[config.mk]
export PLATFORM = sky130hd
export DESIGN_NAME = sync_down_counter_ld_flat
export DESIGN_NICKNAME = d
export VERILOG_FILES = /design/src/rtl/sync_down_counter_ld_pkg.sv /design/src/rtl/sync_down_counter_ld_if.sv /design/src/rtl/sync_down_counter_ld_bit.sv /design/src/rtl/sync_down_counter_ld.sv /design/src/flat_wrapper.sv
export SDC_FILE = /design/constraint.sdc
export NUM_CORES = 1
export LEC_CHECK = 0
export CORE_AREA = 2 2 39 41
export CTS_BUF_LIST = sky130_fd_sc_hd__clkbuf_8 sky130_fd_sc_hd__clkbuf_16
export CTS_CLUSTER_SIZE = 40
export DETAILED_ROUTE_END_ITERATION = 12
export DIE_AREA = 0 0 41 43
export GPL_ROUTABILITY_DRIVEN = 0
export PLACE_DENSITY = 0.72
export SLEW_MARGIN = 20
export SYNTH_ARGS = -nofsm -noshare
export SYNTH_HDL_FRONTEND = slang
export SYNTH_SLANG_ARGS = --single-unit
[constraint.sdc]
create_clock -name clk -period 2.3 [get_ports clk]
set_clock_uncertainty 0.1 [all_clocks]
set_input_delay 0.345 -clock clk [delete_from_list [all_inputs] [get_ports clk]]
set_output_delay 0.345 -clock clk [all_outputs]
set_load 0.005 [all_outputs]
[src/rtl/sync_down_counter_ld_pkg.sv]
// Shared types and defaults for the loadable down-counter.
// Optional prescaler is enabled with CNT_PRESCALE_EN.
package sync_cnt_pkg;

  typedef enum logic [1:0] {
    IDLE    = 2'b00,
    RUN     = 2'b01,
    EXPIRED = 2'b10
  } state_e;

  localparam int CNT_WIDTH    = 4;
  localparam int CNT_PRESCALE = 4;

endpackage

[src/rtl/sync_down_counter_ld_if.sv]
// Control/status bundle between a timer user and the down-counter.
// master drives the controls, slave is the counter.
interface sync_down_counter_ld_if
  import sync_cnt_pkg::*;
#(
  parameter int WIDTH = CNT_WIDTH
);

  logic             en;
  logic             load;
  logic [WIDTH-1:0] load_val;
  logic             auto_reload;
  logic [WIDTH-1:0] count;
  logic             tc;
  logic             busy;
  logic             done;

  modport master (
    output en,
    output load,
    output load_val,
    output auto_reload,
    input  count,
    input  tc,
    input  busy,
    input  done
  );

  modport slave (
    input  en,
    input  load,
    input  load_val,
    input  auto_reload,
    output count,
    output tc,
    output busy,
    output done
  );

endinterface

[src/rtl/sync_down_counter_ld_bit.sv]
// One counter cell: D flop with load mux and borrow toggle.
// The chain ripples borrow from bit 0 upward.
module down_cnt_bit (
  input  logic clk,
  input  logic reset,
  input  logic load,
  input  logic ld_bit,
  input  logic dec,
  input  logic borrow_in,
  output logic q,
  output logic borrow_out
);

  logic q_q;
  logic q_d;

  always_comb begin
    q_d = q_q;
    if (load) begin
      q_d = ld_bit;
    end else if (dec && borrow_in) begin
      q_d = ~q_q;
    end
  end

  always_ff @(posedge clk or posedge reset) begin
    if (reset) begin
      q_q <= 1'b0;
    end else begin
      q_q <= q_d;
    end
  end

  assign q          = q_q;
  assign borrow_out = borrow_in & ~q_q;

endmodule

[src/rtl/sync_down_counter_ld.sv]
// Loadable down-counter timer, one-shot or auto-reload.
// Define CNT_PRESCALE_EN to divide enabled cycles by PRESCALE.
module sync_down_counter_ld
  import sync_cnt_pkg::*;
#(
  parameter int WIDTH    = CNT_WIDTH,
  parameter int PRESCALE = CNT_PRESCALE
) (
  input logic                  clk,
  input logic                  reset,
  sync_down_counter_ld_if.slave sif
);

  if (WIDTH < 2 || WIDTH > 16) begin : g_bad_width
    $error("WIDTH must be 2..16");
  end
  if (PRESCALE < 2 || PRESCALE > 256) begin : g_bad_ps
    $error("PRESCALE must be 2..256");
  end

  state_e           state_q;
  logic [WIDTH-1:0] reload_q;
  logic             tc_q;
  logic             busy_q;
  logic             done_q;

  logic [WIDTH-1:0] cnt;
  logic [WIDTH-1:0] ld_mux;
  logic [WIDTH:0]   borrow;
  logic             run;
  logic             tick;
  logic             dec;
  logic             reload;
  logic             cell_ld;
  logic             is_zero;
  logic             is_one;

  assign run = (state_q == RUN);

`ifdef CNT_PRESCALE_EN
  localparam int PW = $clog2(PRESCALE);

  logic [PW-1:0] pre_q;
  logic [PW-1:0] pre_d;
  logic          wrap;

  assign wrap = (pre_q == PW'(PRESCALE - 1));

  always_comb begin
    pre_d = pre_q + PW'(1);
    if (wrap) begin
      pre_d = '0;
    end
  end

  always_ff @(posedge clk or posedge reset) begin
    if (reset) begin
      pre_q <= '0;
    end else if (sif.load) begin
      pre_q <= '0;
    end else if (run && sif.en) begin
      pre_q <= pre_d;
    end
  end

  assign tick = run & sif.en & wrap;
`else
  assign tick = run & sif.en;
`endif

  // MSB borrow-out is high exactly when every bit is zero
  assign is_zero = borrow[WIDTH];
  assign is_one  = (cnt == WIDTH'(1));

  assign dec     = tick & ~is_zero;
  assign reload  = tick & is_zero & sif.auto_reload;
  assign cell_ld = sif.load | reload;
  assign ld_mux  = sif.load ? sif.load_val : reload_q;

  assign borrow[0] = 1'b1;

  for (genvar i = 0; i < WIDTH; i++) begin : g_bit
    down_cnt_bit u_bit (
      .clk       (clk),
      .reset     (reset),
      .load      (cell_ld),
      .ld_bit    (ld_mux[i]),
      .dec       (dec),
      .borrow_in (borrow[i]),
      .q         (cnt[i]),
      .borrow_out(borrow[i+1])
    );
  end

  always_ff @(posedge clk or posedge reset) begin
    if (reset) begin
      state_q  <= IDLE;
      reload_q <= '0;
      tc_q     <= 1'b0;
      busy_q   <= 1'b0;
      done_q   <= 1'b0;
    end else if (sif.load) begin
      reload_q <= sif.load_val;
      tc_q     <= 1'b0;
      done_q   <= 1'b0;
      if (sif.load_val != '0) begin
        state_q <= RUN;
        busy_q  <= 1'b1;
      end else begin
        state_q <= IDLE;
        busy_q  <= 1'b0;
      end
    end else begin
      tc_q <= dec & is_one;
      unique case (state_q)
        RUN: begin
          // zero decision: one-shot reaching 0, or mode dropped at 0
          if (tick && (is_one || is_zero) && !sif.auto_reload) begin
            state_q <= EXPIRED;
            busy_q  <= 1'b0;
            done_q  <= 1'b1;
          end
        end
        default: begin
        end
      endcase
    end
  end

  assign sif.count = cnt;
  assign sif.tc    = tc_q;
  assign sif.busy  = busy_q;
  assign sif.done  = done_q;

endmodule

[src/flat_wrapper.sv]
// flat-port wrapper written by rule: the top's interface ports become plain ports
module sync_down_counter_ld_flat import sync_cnt_pkg::*;
#(
  parameter int WIDTH    = CNT_WIDTH,
  parameter int PRESCALE = CNT_PRESCALE
)
  (clk, reset, sif_en, sif_load, sif_load_val, sif_auto_reload, sif_count, sif_tc, sif_busy, sif_done);
  sync_down_counter_ld_if #(.WIDTH(WIDTH)) sif_i ();
  input logic clk;
  input logic reset;
  input wire logic [$bits(sif_i.en)-1:0] sif_en;
  input wire logic [$bits(sif_i.load)-1:0] sif_load;
  input wire logic [$bits(sif_i.load_val)-1:0] sif_load_val;
  input wire logic [$bits(sif_i.auto_reload)-1:0] sif_auto_reload;
  output wire logic [$bits(sif_i.count)-1:0] sif_count;
  output wire logic [$bits(sif_i.tc)-1:0] sif_tc;
  output wire logic [$bits(sif_i.busy)-1:0] sif_busy;
  output wire logic [$bits(sif_i.done)-1:0] sif_done;
  assign sif_i.en = sif_en;
  assign sif_i.load = sif_load;
  assign sif_i.load_val = sif_load_val;
  assign sif_i.auto_reload = sif_auto_reload;
  assign sif_count = sif_i.count;
  assign sif_tc = sif_i.tc;
  assign sif_busy = sif_i.busy;
  assign sif_done = sif_i.done;
  sync_down_counter_ld #(.WIDTH(WIDTH), .PRESCALE(PRESCALE)) u_core (.clk(clk), .reset(reset), .sif(sif_i));
endmodule
## After elaboration in Yosys (flattened, before gate mapping)

Cells that the tools add are included.

| cells by class | value |
|---|---|
| equality and inequality tests | 2 |
| mux-type cells | 21 |
| bitwise operators | 14 |
| reduce and logical (&&, ||, !) cells | 15 |

Operators with widths:

| operator | count |
|---|---|
| $mux W1 | 17 |
| $reduce_bool A2 Y1 | 6 |
| $and A1 B1 Y1 | 8 |
| $mux W2 | 3 |
| $logic_and A1 B1 Y1 | 5 |
| $not A1 Y1 | 5 |
| $eq A4 B1 Y1 const B | 1 |
| $mux W4 | 1 |
| $reduce_bool A4 Y1 | 1 |
| $eq A2 B1 Y1 const B | 1 |
| $reduce_and A2 Y1 | 1 |
| $logic_not A1 Y1 | 1 |
| $logic_or A1 B1 Y1 | 1 |
| $or A1 B1 Y1 | 1 |

| storage, ports and cells | value |
|---|---|
| flip-flop bits (word level) | 13 |
| input bits | 9 |
| output and inout bits | 7 |
| logic and storage cells | 61 |

## Logic depth before layout (Yosys ltp)

| depth | value |
|---|---|
| depth in word-level cells | 10 |
| gate-level depth with buffers | 4 |
| depth with buffers taken out | 4 |

## Cells and area by module

From an unflattened synthesis, not the netlist that was laid out.

| second synthesis, totals | value |
|---|---|
| cell total of the unflattened synthesis | 55 |
| area total of the unflattened synthesis | 624.3 um^2 |

Modules (own cells, without submodules):

| module | times used | cells an instance | area each (um^2) | seq. area each (um^2) |
|---|---|---|---|---|
| sync_down_counter_ld | 1 | 27 | 349.1 | 175.2 |
| down_cnt_bit | 4 | 7 | 68.8 | 25.0 |

## Least setup slack after synthesis

No wires, ideal clock.

| timing path | value |
|---|---|
| path type | register to register |
| from | register u_core.state_q[1] |
| to | register u_core.g_bit[0].u_bit.q_q |
| library setup time | 125 ps |
| data arrival time | 1132 ps |
| data required time | 2075 ps |
| slack | 943 ps |
| cell stages (with the launch flop) | 5 |
| path buffers | 0 |
| clock period less this slack | 1357 ps |
| cells stage by stage | dfrtp_1 -> nand3b_1 -> nor2_2 -> a31oi_4 -> mux2_4 |

| on the way | value |
|---|---|
| longest elaborated chain between the ends | 6 |
| elaborated cells between the ends (all ways) | 8 |
| those cells by class | 1 x eq/ne; 1 x mux; 5 x bitwise; 1 x reduce/logical |

Ends and longest elaborated chain:

| what | line | text |
|---|---|---|
| start: declaration | sync_down_counter_ld.sv:21 | `state_e state_q;` |
| start signal: assignment | sync_down_counter_ld.sv:97 | `state_q <= IDLE;` |
| start signal: assignment | sync_down_counter_ld.sv:107 | `state_q <= RUN;` |
| start signal: assignment | sync_down_counter_ld.sv:110 | `state_q <= IDLE;` |
| $eq A2 B1 Y1 * | sync_down_counter_ld.sv:38 | `assign run = (state_q == RUN);` |
| $and A1 B1 Y1 * | sync_down_counter_ld.sv:68 | `assign tick = run & sif.en;` |
| $and A1 B1 Y1 (2 in a row) | sync_down_counter_ld.sv:76 | `assign reload = tick & is_zero & sif.auto_reload;` |
| $or A1 B1 Y1 | sync_down_counter_ld.sv:77 | `assign cell_ld = sif.load \| reload;` |
| $mux W1 or $reduce_bool A2 Y1 (tied branches) | -- |  |
| end signal: assignment | sync_down_counter_ld_bit.sv:30 | `q_q <= q_d;` |
| end: declaration | sync_down_counter_ld_bit.sv:14 | `logic q_q;` |

Mark *: on every way between the ends. The rest lies on a longest branch, timed or not.
A chain may end at the register's enable or synchronous reset.

## Final worst setup path

| timing path | value |
|---|---|
| from | input sif_load |
| to | register u_core.g_bit[0].u_bit.q_q |

| on the way | value |
|---|---|
| longest elaborated chain between the ends | 2 |
| elaborated cells between the ends (all ways) | 4 |
| those cells by class | 2 x mux; 1 x bitwise; 1 x reduce/logical |

Ends and longest elaborated chain:

| what | line | text |
|---|---|---|
| start: declaration | flat_wrapper.sv:12 | `input wire logic [$bits(sif_i.load)-1:0] sif_load;` |
| $mux W4 | -- |  |
| net u_core.g_bit[0].u_bit.ld_bit | sync_down_counter_ld_bit.sv:7 | `input logic ld_bit,` |
| $mux W1 | sync_down_counter_ld_bit.sv:19 | `if (load) begin` |

The timed path passes the listed nets, and every way through them passes these cells.

==> results.txt <==
status - complete, no violations
most numerous cell in the Yosys netlist - dfrtp_1
Design Power - 0.545 mW
reg2reg start - u_core.g_bit[0].u_bit.q
synth cell count leaders - dfrtp_1, o21ai_0, buf_4
Fmax - 573 MHz
Startpoint Class - primary input
fin crit share - 75.9%
r2r endpoint - u_core.g_bit[3].u_bit.q
crit path capture type - register
Fin. Hold Viols - 0
htree depth - 1
# IOs - 16
largest area contributor in the netlist - dfrtp_1
GRT overflow - 0
Worst R2R Path Depth - 3
pre-CTS setup slack - 0.318 ns
Routed Wire Length - 1.09 mm
Final #Nets - 73
post-CTS setup buffer count - 0
CTS tree - built
leakage - 0.315 nW
fin cells - 79
placed insts - 75
height of the die - 43 µm
Max-cap violations - 0
simple-gate share of the synthesized area - 13.0%
XOR/XNOR Fraction of Synth Area - 0%
Post-CTS Resized - 0
Area growth syn-to-layout - 30.2%
syn nets - 58
hold-fix buffers at CTS - 0
post-route ant nets - 0
IO Port Bufs - 15
post-synthesis mux area share - 12.8%
clk sinks - 11
RSZ-0062 raised after global routing - no
Worst-Margin Slew - 0.441 ns
WL per Instance - 13.8 µm
ys flop type - dfrtp_1
Adder-Cell Fraction of Synth Area - 0%
Peak VDD IR - 309 µV
#FFs+latches synth - 11
CP arrival - 1.76 ns
Core Region - 0.00138 mm²
via count - 420
global-route wire length before repair - 1.88 mm
Seq/Total Area, Yosys - 47.8%
Fillers - 131
Worst Hold Class - in2async
TritonCTS buffer count - 3
clk_lat worst skew - 0.23 ns
Crit Path Max Fanout - 10
via/cell ratio - 5.32
Worst slew margin - 70.5%
Total GRT Usage - 16.5%
Yosys cell types - 23
WS Path Type - in2reg
ant diodes - 0
final setup violating endpoints - 0
asr flop ratio synth - 100%
Synth top area share - 47.8%
Final Worst Setup Slack - 0.554 ns
EDFF count, synth - 0
YS warnings - 0
DP HPWL - 809 µm
Pwr Density - 727 mW/mm²
# DRC - 0
layout cells sized above 1 - 19.0%
Starting DRT DRC Count - 1
drt first pass iters - 2
post-route setup TNS - 0 ns
Synth Area in Compound Gates - 17.2%
initial antenna violation count - 0
Max clock buf depth - 2
largest family of logic cells by synthesized area - compound AO/OA/AOI/OAI gates
Slew Viols, Final - 0
die width - 41 µm
vias in the first global route - 445
reg2reg setup slack - 0.79 ns
Netlist Area Pre-Place - 576 µm²
final core utilization - 54.2%
FP Rows - 14
CTS clk-pin slew, worst paths - 0.05 ns
die footprint - 0.00176 mm²
Syn Inst Count - 49
Clock Tree Root - clkbuf_8
largest net degree at the start of global routing - 12
minimum clock period - 1.75 ns
Post-Syn Area per Cell - 11.7 µm²
top post-synthesis cells by area - dfrtp_1, o21ai_0, mux2_2
Required @ worst endpoint - 2.31 ns
Initial Util - 41.6%
[worst max-delay path, cell delays in order]
cell	delay, ns
clkdlybuf4s50_1	0.74
mux2_2	0.40
mux2_4	0.27
[where the power goes]
part	total [mW]	internal (mW)	switching, mW
Sequential	0.242	0.215	0.0262
Clock	0.184	0.117	0.0672
Combinational	0.119	0.0729	0.0462
Total	0.545	0.405	0.140
[registers in the layout, summed over array words and instances (netlist names)]
signal                cells
u_core.state_q            1
u_core.reload_q           4
u_core.sif.busy           1
u_core.sif.tc             1
u_core.g_bit.u_bit.q      4
[logic make-up (layout without fill, tap and decap cells)]
kind of cell,count (synthesis),count (layout)
buffers and inverters,8,22
flip-flops,11,11
multiplexers,6,6
AND/OR/NAND/NOR,11,11
AO/OA/AOI/OAI,13,13
[routing by layer]
layer | wire length [µm] | GRT usage [%] | share of wire [%]
met5 | 0 | 0 | 0
met4 | 12 | 8.00 | 1.1
met3 | 43 | 6.28 | 3.9
met2 | 589 | 25.3 | 54
met1 | 446 | 19.1 | 41
[area by class of cell]
type,instances,area [µm²],share of cell area (%)
sequential,11,275,36.7
clock buffer,3,41.3,5.51
inverter,3,11.3,1.50
timing repair buffer,15,150,20.0
multi-input combinational,30,248,33.1
tap,16,20.0,2.67
clock inverter,1,3.75,0.501
[cells in the final DEF, fill, tap and decap left out, drive strengths merged]
cell type / netlist / routed
o21ai: 7 / 7
o22a: 1 / 1
a21o: 1 / 1
o21a: 1 / 1
o311ai: 1 / 1
nor2: 4 / 4
mux2i: 1 / 1
nand2: 1 / 1
nand3b: 1 / 1
clkbuf: 0 / 3
inv: 3 / 4
o41ai: 1 / 1
mux2: 5 / 5
nand4bb: 1 / 1
nor3b: 1 / 1
nand2b: 1 / 1
dfrtp: 11 / 11
clkdlybuf4s50: 0 / 15
a31oi: 1 / 1
nor3: 2 / 2
[metrics by stage]
stage / area (µm²) / hold slack [ns]
6_report: 749 / 0.297
5_1_grt: 749 / 0.356
4_1_cts: 749 / 0.312
3_5_place_dp: 704 / 0.384
3_3_place_gp: 704 / 0.381
2_1_floorplan: 576 / 0.0974
[worst max-delay path by stage]
stage                      startpoint                 endpoint  slack (ns)  cells after the start
finish                       sif_load  u_core.g_bit[0].u_bit.q        0.55                      3
global route                 sif_load  u_core.g_bit[0].u_bit.q        0.54                      3
CTS                          sif_load  u_core.g_bit[0].u_bit.q        0.56                      3
detailed placement           sif_load  u_core.g_bit[0].u_bit.q        0.32                      3
global placement             sif_load  u_core.g_bit[1].u_bit.q        0.35                      3
floorplan           u_core.state_q[1]  u_core.g_bit[0].u_bit.q        0.94                      4
(Power assumes the default switching activity.)
